===== config.mk =====
export PLATFORM = sky130hd
export DESIGN_NAME = ps2_keyboard
export DESIGN_NICKNAME = d
export VERILOG_FILES = /design/src/rtl/tank_pkg.sv /design/src/rtl/ps2_keyboard_rx.sv /design/src/rtl/ps2_keyboard.sv
export SDC_FILE = /design/constraint.sdc
export NUM_CORES = 1
export LEC_CHECK = 0
export ABC_CLOCK_PERIOD_IN_PS = 2400
export CAP_MARGIN = 20
export CELL_PAD_IN_SITES_DETAIL_PLACEMENT = 1
export CELL_PAD_IN_SITES_GLOBAL_PLACEMENT = 2
export CORE_ASPECT_RATIO = 0.75
export CORE_MARGIN = 2
export CORE_UTILIZATION = 42
export DETAILED_ROUTE_END_ITERATION = 6
export DONT_BUFFER_PORTS = 1
export HOLD_SLACK_MARGIN = 0.12
export PLACE_DENSITY_LB_ADDON = 0.1
export SLEW_MARGIN = 20
export SYNTH_ARGS = -nofsm -noshare
export SYNTH_HDL_FRONTEND = slang
export SYNTH_HIERARCHICAL = 1
export SYNTH_SLANG_ARGS = --single-unit

===== constraint.sdc =====
create_clock -name clk -period 2.4 [get_ports clk]
set_input_delay 0.48 -clock clk [delete_from_list [all_inputs] [get_ports clk]]
set_output_delay 0.48 -clock clk [all_outputs]
set_load 0.005 [all_outputs]

===== src/rtl/tank_pkg.sv =====
// Shared constants for the tank keyboard path: set-2 scan codes, the ASCII
// key codes used by the direction decoder, and the receiver/decoder state types.
package tank_pkg;

    localparam logic [7:0] SC_A     = 8'h1C;
    localparam logic [7:0] SC_D     = 8'h23;
    localparam logic [7:0] SC_W     = 8'h1D;
    localparam logic [7:0] SC_S     = 8'h1B;
    localparam logic [7:0] SC_J     = 8'h3B;
    localparam logic [7:0] SC_BREAK = 8'hF0;
    localparam logic [7:0] SC_EXT   = 8'hE0;

    localparam logic [7:0] ASCII_NONE = 8'h00;
    localparam logic [7:0] ASCII_A    = 8'h61;
    localparam logic [7:0] ASCII_D    = 8'h64;
    localparam logic [7:0] ASCII_W    = 8'h77;
    localparam logic [7:0] ASCII_S    = 8'h73;
    localparam logic [7:0] ASCII_J    = 8'h6A;

    typedef enum logic [1:0] {
        DEC_NORM,
        DEC_BRK,
        DEC_EXT,
        DEC_EXT_BRK
    } dec_state_t;

    typedef enum logic [1:0] {
        RX_IDLE,
        RX_DATA,
        RX_PARITY,
        RX_STOP
    } rx_state_t;

    // Game keys only; anything else maps to ASCII_NONE and is ignored.
    function automatic logic [7:0] scan_to_ascii(input logic [7:0] code);
        logic [7:0] result;
        case (code)
            SC_A:    result = ASCII_A;
            SC_D:    result = ASCII_D;
            SC_W:    result = ASCII_W;
            SC_S:    result = ASCII_S;
            SC_J:    result = ASCII_J;
            default: result = ASCII_NONE;
        endcase
        return result;
    endfunction

endpackage


===== src/rtl/ps2_keyboard_rx.sv =====
// PS/2 serial receiver: input synchronizers, falling-edge detect, 11-bit frame
// FSM with odd-parity/stop checking, and an inactivity timeout for partial frames.
module ps2_rx
    import tank_pkg::*;
#(
    parameter int TIMEOUT_CYCLES = 200000
) (
    input  logic       clk,
    input  logic       rst_n,
    input  logic       ps2_clk,
    input  logic       ps2_data,
    output logic [7:0] rx_byte,
    output logic       byte_valid,
    output logic       frame_err
);

    localparam int             CW          = $clog2(TIMEOUT_CYCLES + 1);
    localparam logic [CW-1:0]  TIMEOUT_MAX = CW'(TIMEOUT_CYCLES);

    logic          clk_sync1_reg, clk_sync2_reg, clk_sync3_reg;
    logic          data_sync1_reg, data_sync2_reg;
    logic          fall;
    logic          data_bit;

    rx_state_t     state_reg, state_next;
    logic [7:0]    shift_reg;
    logic [2:0]    bit_cnt_reg;
    logic          parity_reg;
    logic [CW-1:0] timeout_cnt_reg;
    logic          timeout_hit;
    logic          frame_ok;
    logic          valid_next, err_next;
    logic          valid_reg, err_reg;

    always_ff @(posedge clk or negedge rst_n) begin
        if (!rst_n) begin
            clk_sync1_reg  <= 1'b1;
            clk_sync2_reg  <= 1'b1;
            clk_sync3_reg  <= 1'b1;
            data_sync1_reg <= 1'b1;
            data_sync2_reg <= 1'b1;
        end else begin
            clk_sync1_reg  <= ps2_clk;
            clk_sync2_reg  <= clk_sync1_reg;
            clk_sync3_reg  <= clk_sync2_reg;
            data_sync1_reg <= ps2_data;
            data_sync2_reg <= data_sync1_reg;
        end
    end

    assign fall     = !clk_sync2_reg && clk_sync3_reg;
    assign data_bit = data_sync2_reg;

    // An edge arriving on the very cycle the counter saturates still counts as activity.
    assign timeout_hit = (state_reg != RX_IDLE) && !fall && (timeout_cnt_reg == TIMEOUT_MAX);

    always_ff @(posedge clk or negedge rst_n) begin
        if (!rst_n) begin
            state_reg <= RX_IDLE;
        end else begin
            state_reg <= state_next;
        end
    end

    always_comb begin
        state_next = state_reg;
        if (timeout_hit) begin
            state_next = RX_IDLE;
        end else if (fall) begin
            case (state_reg)
                RX_IDLE:   if (!data_bit) state_next = RX_DATA;
                RX_DATA:   if (bit_cnt_reg == 3'd7) state_next = RX_PARITY;
                RX_PARITY: state_next = RX_STOP;
                RX_STOP:   state_next = RX_IDLE;
                default:   state_next = RX_IDLE;
            endcase
        end
    end

    always_comb begin
        frame_ok   = data_bit && (^{parity_reg, shift_reg});
        valid_next = fall && (state_reg == RX_STOP) && frame_ok;
        err_next   = (fall && (state_reg == RX_STOP) && !frame_ok) || timeout_hit;
    end

    always_ff @(posedge clk or negedge rst_n) begin
        if (!rst_n) begin
            shift_reg       <= 8'h00;
            bit_cnt_reg     <= 3'd0;
            parity_reg      <= 1'b0;
            timeout_cnt_reg <= '0;
            valid_reg       <= 1'b0;
            err_reg         <= 1'b0;
        end else begin
            valid_reg <= valid_next;
            err_reg   <= err_next;

            if (fall) begin
                timeout_cnt_reg <= '0;
            end else if (timeout_cnt_reg != TIMEOUT_MAX) begin
                timeout_cnt_reg <= timeout_cnt_reg + CW'(1);
            end

            if (state_reg == RX_IDLE || timeout_hit) begin
                bit_cnt_reg <= 3'd0;
            end else if (fall && state_reg == RX_DATA) begin
                shift_reg   <= {data_bit, shift_reg[7:1]};
                bit_cnt_reg <= bit_cnt_reg + 3'd1;
            end

            if (fall && state_reg == RX_PARITY) begin
                parity_reg <= data_bit;
            end
        end
    end

    assign rx_byte    = shift_reg;
    assign byte_valid = valid_reg;
    assign frame_err  = err_reg;

endmodule


===== src/rtl/ps2_keyboard.sv =====
// Keyboard front end: turns received set-2 bytes into a held game key
// (lowercase ASCII) plus a press level, tracking break and extended prefixes.
module ps2_keyboard
    import tank_pkg::*;
#(
    parameter int TIMEOUT_CYCLES = 200000
) (
    input  logic       clk,
    input  logic       rst_n,
    input  logic       ps2_clk,
    input  logic       ps2_data,
    output logic [7:0] ascii,
    output logic       press,
    output logic       frame_err
);

    logic [7:0] rx_byte;
    logic       byte_valid;
    logic [7:0] mapped;

    dec_state_t dec_state_reg, dec_state_next;
    logic [7:0] ascii_reg, ascii_next;
    logic       press_reg, press_next;

    ps2_rx #(
        .TIMEOUT_CYCLES(TIMEOUT_CYCLES)
    ) u_rx (
        .clk       (clk),
        .rst_n     (rst_n),
        .ps2_clk   (ps2_clk),
        .ps2_data  (ps2_data),
        .rx_byte   (rx_byte),
        .byte_valid(byte_valid),
        .frame_err (frame_err)
    );

    assign mapped = scan_to_ascii(rx_byte);

    always_ff @(posedge clk or negedge rst_n) begin
        if (!rst_n) begin
            dec_state_reg <= DEC_NORM;
        end else begin
            dec_state_reg <= dec_state_next;
        end
    end

    // Corrupt frames never raise byte_valid, so a pending prefix survives them.
    always_comb begin
        dec_state_next = dec_state_reg;
        if (byte_valid) begin
            case (dec_state_reg)
                DEC_NORM: begin
                    if (rx_byte == SC_EXT)        dec_state_next = DEC_EXT;
                    else if (rx_byte == SC_BREAK) dec_state_next = DEC_BRK;
                end
                DEC_BRK:     dec_state_next = DEC_NORM;
                DEC_EXT:     dec_state_next = (rx_byte == SC_BREAK) ? DEC_EXT_BRK : DEC_NORM;
                DEC_EXT_BRK: dec_state_next = DEC_NORM;
                default:     dec_state_next = DEC_NORM;
            endcase
        end
    end

    always_comb begin
        ascii_next = ascii_reg;
        press_next = press_reg;
        if (byte_valid) begin
            case (dec_state_reg)
                DEC_NORM: begin
                    if (mapped != ASCII_NONE) begin
                        ascii_next = mapped;
                        press_next = 1'b1;
                    end
                end
                DEC_BRK: begin
                    // Releasing a key other than the one shown leaves it held.
                    if (mapped != ASCII_NONE && mapped == ascii_reg) begin
                        press_next = 1'b0;
                    end
                end
                default: ;
            endcase
        end
    end

    always_ff @(posedge clk or negedge rst_n) begin
        if (!rst_n) begin
            ascii_reg <= ASCII_NONE;
            press_reg <= 1'b0;
        end else begin
            ascii_reg <= ascii_next;
            press_reg <= press_next;
        end
    end

    assign ascii = ascii_reg;
    assign press = press_reg;

endmodule


[Word-level counts from Yosys, hierarchy flattened]
Index checks and enable logic that the tools add are counted.
Cells by class
  $add $sub $neg: 2
  eq/ne operators: 22
  muxes and demuxes: 17
  bitwise operators: 1
  reduce and logical (&&, ||, !) cells: 30
Operator list (count)
  $mux 18: 2
  $pmux 7 s5: 1
  $eq 8x5->1 const B: 3
  $add 18x1->18 const B: 1
  $eq 18x18->1 const B: 1
  $ne 18x18->1 const B: 1
  $eq 8x6->1 const B: 2
  $eq 8x8->1 const B: 2
  $mux 2: 7
  $logic_and 1x1->1: 10
  $reduce_bool 2->1: 5
  $reduce_xor 9->1: 1
  $eq 2x2->1 const B: 4
  $eq 8x8->1: 1
  $pmux 2 s4: 1
  $reduce_bool 8->1: 1
  $mux 3: 2
  $ne 3x3->1 const B: 2
  $pmux 2 s3: 1
  $reduce_and 3->1: 2
  $eq 2x1->1 const B: 2
  $logic_not 2->1: 2
  $ne 2x2->1 const B: 2
  $reduce_and 2->1: 2
  other kinds (10): 14
Storage, ports and cells
  bits in registers: 50
  output and inout port bits: 10

[Logic depth before layout (Yosys ltp)]
Gate-level depths: netlist (run 1).
  depth after elaboration: 8
  gate-level depth with buffers: 6
  mapped depth without buffers: 6

[Hierarchy]
Netlist (run 1), hierarchy kept.
Modules (own cells, without submodules)
  ps2_rx: times used 1, cells an instance 175, area an instance 1930.6 um2, seq. area each 982.2 um2
  ps2_keyboard: times used 1, cells an instance 75, area an instance 706.9 um2, seq. area each 225.2 um2

[Least setup slack after synthesis (run 1)]
Ideal clock, no wire load.
  kind: register -> register
  start: register u_rx.shift_reg[5] (netlist: u_rx/rx_byte[5])
  end: register ascii_reg[0] (netlist: ascii[0])
  setup time: 125 ps
  arrival time: 1940 ps
  setup slack: 335 ps
  stages on the path, launching flop included: 7
  buffers on the path: 1
  clock period less this slack: 2065 ps
  cells stage by stage: dfrtp_1 > buf_6 > or3b_4 > o32ai_2 > nand3_2 > a211oi_4 > mux2_4
On the way
  word-level cells in the longest chain between the ends: 4
  elaborated cells between the ends (all ways): 8
  classes of those cells: 5 x eq/ne; 1 x mux; 2 x reduce/logical
Ends and longest elaborated chain
  start: declaration: line ps2_keyboard_rx.sv:26  | logic [7:0] shift_reg;
  start signal: assignment: line ps2_keyboard_rx.sv:107  | shift_reg <= {data_bit, shift_reg[7:1]};
  $eq 8x6->1 / $eq 8x5->1 (equally long branches): line tank_pkg.sv:37  | case (code)
  $pmux 7 s5 (*): line tank_pkg.sv:37
  $reduce_bool 8->1: line ps2_keyboard.sv:70  | if (mapped != ASCII_NONE) begin
  $reduce_and 3->1 (no line)
  end signal: assignment: line ps2_keyboard.sv:91  | ascii_reg <= ascii_next;
  end: declaration: line ps2_keyboard.sv:22  | logic [7:0] ascii_reg, ascii_next;
Mark *: on every way between the ends. The rest lies on a longest branch, timed or not.
A chain may end at the register's enable or synchronous reset.

[Final worst setup path (run 1)]
  start: register u_rx.shift_reg[2] (netlist: u_rx/rx_byte[2])
  end: register ascii_reg[1] (netlist: ascii[1])
Same word-level chain as after synthesis.

==> results of run 1 <==
synthesized netlist by cell type, types with 6 or more instances:
master / number
dfrtp_1: 43
nand2_1: 17
inv_1: 14
a21oi_1: 12
nor2_1: 12
mux2_1: 9
ha_1: 8
nand3_1: 8
o21ai_0: 8
xnor2_1: 8
xor2_1: 8
nand2b_1: 7
nand4_1: 6
cell usage in the layout (no fill, tap or decap), drive strengths merged, types with 5 or more instances in the layout:
cell type and instances:
o211ai 5, mux2 14, xnor2 8, buf 8, nand2b 7, o21ai 10
nand4 6, nand3 9, ha 8, nor2 12, nor3 5, a21oi 12
xor2 8, nand2 17, clkbuf 8, a211oi 6, dfstp 5, dfrtp 43
inv 14
final timing paths:
check                      slack, ns                       end  depth (start not counted)                from
setup / recovery                0.20                  ascii[1]                          6     u_rx/rx_byte[2]
hold / removal                  0.17        u_rx/clk_sync1_reg                          0             ps2_clk
setup reg to reg                0.20                  ascii[1]                          6     u_rx/rx_byte[2]
hold reg to reg                 0.36        u_rx/clk_sync2_reg                          0  u_rx/clk_sync1_reg
max in group asynchronous       1.41             u_rx/data_bit                          2               rst_n
min in group asynchronous       0.72  u_rx/timeout_cnt_reg[17]                          2               rst_n
kinds of logic after synthesis:
kind of cell	share of synthesized area
AND/OR/NAND/NOR	0.210
flip-flops	0.458
AO/OA/AOI/OAI	0.111
buffers and inverters	0.0403
multiplexers	0.0792
XOR/XNOR	0.0617
adder cells (fa/ha/maj)	0.0380
other	0.00142
power by group through the flow:
stage / Sequential (W) / Clock, W / Combinational [W]
2_1_floorplan: 0.00108 / 0 / 0.000578
3_3_place_gp: 0.00111 / 0 / 0.000699
3_5_place_dp: 0.00111 / 0 / 0.000710
4_1_cts: 0.00110 / 0.000526 / 0.000738
5_1_grt: 0.00112 / 0.000553 / 0.000822
6_report: 0.00110 / 0.000495 / 0.000731
what timing repair did:
item                                   in CTS  in global routing
endpoints found under the hold margin      48                  0
setup buffers                               0                  0
hold buffers                                2                  0
layer usage:
| layer | wire (um) | share of wire | global-route usage |
|---|---|---|---|
| met3 | 138 | 0.024 | 0.0413 |
| met5 | 0 | 0 | 0 |
| met1 | 3290 | 0.58 | 0.288 |
| met2 | 2200 | 0.39 | 0.237 |
| met4 | 49 | 0.0086 | 0.0571 |
area by class of cell:
class | count | area share
well taps | 78 | 0.0341
clock buffers | 8 | 0.0314
repair buffers | 9 | 0.0314
inverters | 15 | 0.0197
multi-input cells | 178 | 0.462
flip-flops and latches | 48 | 0.421
critical path, cell delays in order, from the launching register on:
cell	delay, ns
dfrtp_1	0.48
or3b_4	0.45
o32ai_2	0.18
nand3_2	0.15
a211oi_4	0.33
buf_4	0.21
mux2_4	0.30
metrics by stage:
step           utilization  hold WS [ns]  area (um^2)  total power (W)  worst slack, ns
2_1_floorplan            -         0.184         2640          0.00165            0.335
3_3_place_gp         0.460         0.185         2740          0.00181            0.290
3_5_place_dp         0.460         0.185         2740          0.00182            0.202
4_1_cts              0.482         0.157         2870          0.00236            0.185
5_1_grt              0.482         0.146         2870          0.00250            0.108
6_report             0.482         0.170         2870          0.00232            0.199
==> flow_metrics.env, run 1 <==
export IMPL_largest_reg_flops=18
export IMPL_io_pins=14
export IMPL_clk_latency_ns=0.30
export IMPL_grt_max_degree=49
export IMPL_yosys_register_bits=48
export IMPL_synth_area_um2=2640
export IMPL_syn_nets=262
export IMPL_fillers=676
export IMPL_avgRoutedWirePerCell_um=16.9
export IMPL_postSynthCellCount=250
export IMPL_yosys_top_cells_area="dfrtp_1 (41%), dfstp_2 (5.0%), mux2_1 (3.8%)"
export IMPL_syn_area_per_cell_um2=10.6
export IMPL_hpwl_mm=3.97
export IMPL_p_comb_frac=0.315
export IMPL_grt_overflow_total=0
export IMPL_grt_first_pass_wirelength_mm=9.45
export IMPL_endpoint_kind="register"
export IMPL_switchingPower_w=0.000771
export IMPL_status="complete, no violations"
export IMPL_cts_max_path_buffers=2
export IMPL_fin_crit_sh=0.917
export IMPL_detail_route_antenna_nets=0
export IMPL_setup_viol=0
export IMPL_cts_tree="yes"
export IMPL_remaining_drc_errors=0
export IMPL_synth_top_area_frac=0.408
export IMPL_wirelength_mm=5.68
export IMPL_final_setup_tns_ns=0
export IMPL_final_nets=269
export IMPL_p_int_w=0.00155
export IMPL_synth_cell_types=59
export IMPL_final_hold_violation_count=0
export IMPL_arrival_ns=2.39
export IMPL_p_sw_frac=0.332
export IMPL_min_period_ns=2.20
export IMPL_slew_viol_final=0
export IMPL_async_flop_share=1.00
export IMPL_hold_class="input port to register"
export IMPL_final_cells=336
export IMPL_grt_usage=0.180
export IMPL_cp_data_required_time_ns=2.59
export IMPL_drt_iter0_drc=77
export IMPL_cts_htree_levels=2
export IMPL_antenna_found_initial=0
export IMPL_grt_pass1_vias=1816
export IMPL_syn2layout_area_growth_pct=8.63
export IMPL_p_seq_frac=0.472
export IMPL_fin_skew_ns=0.0108
export IMPL_leakagePower_nw=1.19
export IMPL_drive_gt1_frac=0.128
export IMPL_cp_start_kind="register"
export IMPL_ys_seq_area_frac=0.458
export IMPL_start_util=0.444
export IMPL_via_count=1861
export IMPL_maxCapViolCount=0
export IMPL_drt_pass1_iterations=4
export IMPL_numCtsBuffers=5
export IMPL_power_density_nw_per_um2=811
export IMPL_clk_pin_slew_ns=0.09
export IMPL_antennaDiodeCount=0
export IMPL_grt_setup_unrepaired="no"
export IMPL_die_area_um2=6940
export IMPL_cts_resized=0
export IMPL_die_x_um=95.5
export IMPL_criticalPathCategory="register to register"
export IMPL_synth_edf_count=0
export IMPL_vias_per_cell=5.54
export IMPL_cts_sinks=48
export IMPL_yosysWarnings=6
export IMPL_dp_cells=326
export IMPL_max_freq_mhz=454
export IMPL_max_vdd_ir_drop_uv=597
export IMPL_p_clk_frac=0.213
export IMPL_cp_max_fo=9
export IMPL_synth_ff_type="dfrtp_1"
export IMPL_port_buffers=0
export IMPL_cts_root_buf="clkbuf_8"
export IMPL_fp_dieH_um=72.6
export IMPL_yosys_area_top_type="dfrtp_1"
export IMPL_gp_congestion=0.733
export IMPL_rows=24
export IMPL_seqCellArea_um2=1210
export IMPL_multi_input_area_um2=1320
export IMPL_core_area_um2=5950
Power figures use the tool's default switching activity.
==> inputs of run 2 (changes only) <==
--- a/config.mk
+++ b/config.mk
@@ -6,10 +6,9 @@
 export NUM_CORES = 1
 export LEC_CHECK = 0
 export ABC_CLOCK_PERIOD_IN_PS = 2400
-export CAP_MARGIN = 20
 export CELL_PAD_IN_SITES_DETAIL_PLACEMENT = 1
 export CELL_PAD_IN_SITES_GLOBAL_PLACEMENT = 2
-export CORE_ASPECT_RATIO = 0.75
+export CORE_ASPECT_RATIO = 0.8
 export CORE_MARGIN = 2
 export CORE_UTILIZATION = 42
 export DETAILED_ROUTE_END_ITERATION = 6
==> flow_metrics.env, run 2 (synthesis results as in run 1) <==
export IMPL_multi_input_area_um2=1320
export IMPL_vias_per_cell=5.46
export IMPL_power_density_nw_per_um2=812
export IMPL_start_util=0.441
export IMPL_cp_start_kind="register"
export IMPL_leakagePower_nw=1.19
export IMPL_cp_data_required_time_ns=2.59
export IMPL_hold_class="input port to register"
export IMPL_dp_cells=330
export IMPL_syn2layout_area_growth_pct=9.20
export IMPL_cts_root_buf="clkbuf_8"
export IMPL_seqCellArea_um2=1210
export IMPL_slew_viol_final=0
export IMPL_cts_htree_levels=2
export IMPL_detail_route_antenna_nets=0
export IMPL_die_x_um=92.6
export IMPL_fin_crit_sh=0.911
export IMPL_grt_usage=0.177
export IMPL_arrival_ns=2.38
export IMPL_cp_max_fo=9
export IMPL_rows=25
export IMPL_grt_max_degree=49
export IMPL_max_vdd_ir_drop_uv=580
export IMPL_most_common_layout_cells="dfrtp_1 (43), nand2_1 (17), inv_1 (14)"
export IMPL_largest_reg_flops=18
export IMPL_die_area_um2=6930
export IMPL_maxCapViolCount=0
export IMPL_final_cells=340
export IMPL_wirelength_mm=5.61
export IMPL_cts_max_path_buffers=2
export IMPL_hold_path_cell_count=0
export IMPL_fillers=668
export IMPL_grt_first_pass_wirelength_mm=9.61
export IMPL_final_common_cell="dfrtp_1"
export IMPL_final_nets=270
export IMPL_grt_overflow_total=0
export IMPL_via_count=1856
export IMPL_gp_congestion=0.803
export IMPL_min_period_ns=2.19
export IMPL_endpoint_kind="register"
export IMPL_avgRoutedWirePerCell_um=16.5
export IMPL_clk_latency_ns=0.30
export IMPL_numCtsBuffers=5
export IMPL_drive_gt1_frac=0.135
export IMPL_clk_pin_slew_ns=0.09
export IMPL_core_area_um2=5970
export IMPL_final_setup_tns_ns=0
export IMPL_cts_sinks=48
export IMPL_max_freq_mhz=457
export IMPL_grt_pass1_vias=1956
export IMPL_post_cts_buffers=0
export IMPL_remaining_drc_errors=0
export IMPL_criticalPathCategory="register to register"
export IMPL_drt_iter0_drc=52
export IMPL_grt_setup_unrepaired="no"
export IMPL_fp_dieH_um=74.9
export IMPL_fin_skew_ns=0.00771
export IMPL_cts_tree="yes"
export IMPL_port_buffers=0
export IMPL_final_hold_violation_count=0
export IMPL_status="complete, no violations"
export IMPL_setup_viol=0
export IMPL_antennaDiodeCount=0
export IMPL_antenna_found_initial=0
export IMPL_hpwl_mm=4.07
export IMPL_drt_pass1_iterations=4
export IMPL_io_pins=14
export IMPL_reg2reg_depth=6
run 2: critical path, cell delays in order, from the launching register on:
cell and delay [ns]:
dfrtp_1 0.48, or3b_4 0.45, o32ai_2 0.18, nand3_2 0.16
a211oi_4 0.31, buf_4 0.21, mux2_4 0.30
run 2: metrics by stage:
step                 util  setup slack (ns)  hold slack (ns)  total power, W  instance area, um^2
CTS                 0.482             0.212            0.151         0.00238                 2880
global placement    0.460             0.313            0.185         0.00181                 2750
detailed placement  0.460             0.238            0.185         0.00183                 2750
global route        0.482             0.152            0.147         0.00251                 2880
floorplan               -             0.335            0.184         0.00165                 2640
finish              0.482             0.214            0.170         0.00234                 2880
run 2: power by group:
part / total [W] / internal [W] / switching (W)
clock network: 0.000503 / 0.000235 / 0.000268
logic: 0.000733 / 0.000379 / 0.000353
registers: 0.00110 / 0.000939 / 0.000163
run 2: repair_timing:
| item | in CTS | in global routing |
|---|---|---|
| setup endpoints to repair | 0 | 0 |
| hold buffers | 2 | 0 |
| endpoints found under the hold margin | 48 | 0 |
| gates resized for setup | 0 | 0 |
run 2: cell type report:
type                       count  share of cell area
clock buffer                   7              0.0300
clock inverter                 1             0.00261
inverter                      15              0.0195
multi-input combinational    178               0.460
sequential                    48               0.419
tap                           81              0.0352
timing repair buffer          10              0.0339
run 2: worst paths after layout:
check / from / endpoint / slack, ns
max reg2reg: u_rx/rx_byte[2] / ascii[4] / 0.21
min: ps2_data / u_rx/data_sync1_reg / 0.17
max in group asynchronous: rst_n / u_rx/clk_sync3_reg / 1.45
min in group asynchronous: rst_n / u_rx/rx_byte[7] / 0.69
max: u_rx/rx_byte[2] / ascii[4] / 0.21
min reg2reg: u_rx/clk_sync1_reg / u_rx/clk_sync2_reg / 0.36
run 2: routing by layer:
metal / share of wire / global-route usage
met3: 0.021 / 0.0350
met5: 0 / 0
met1: 0.54 / 0.255
met2: 0.43 / 0.277
met4: 0.0073 / 0.0448
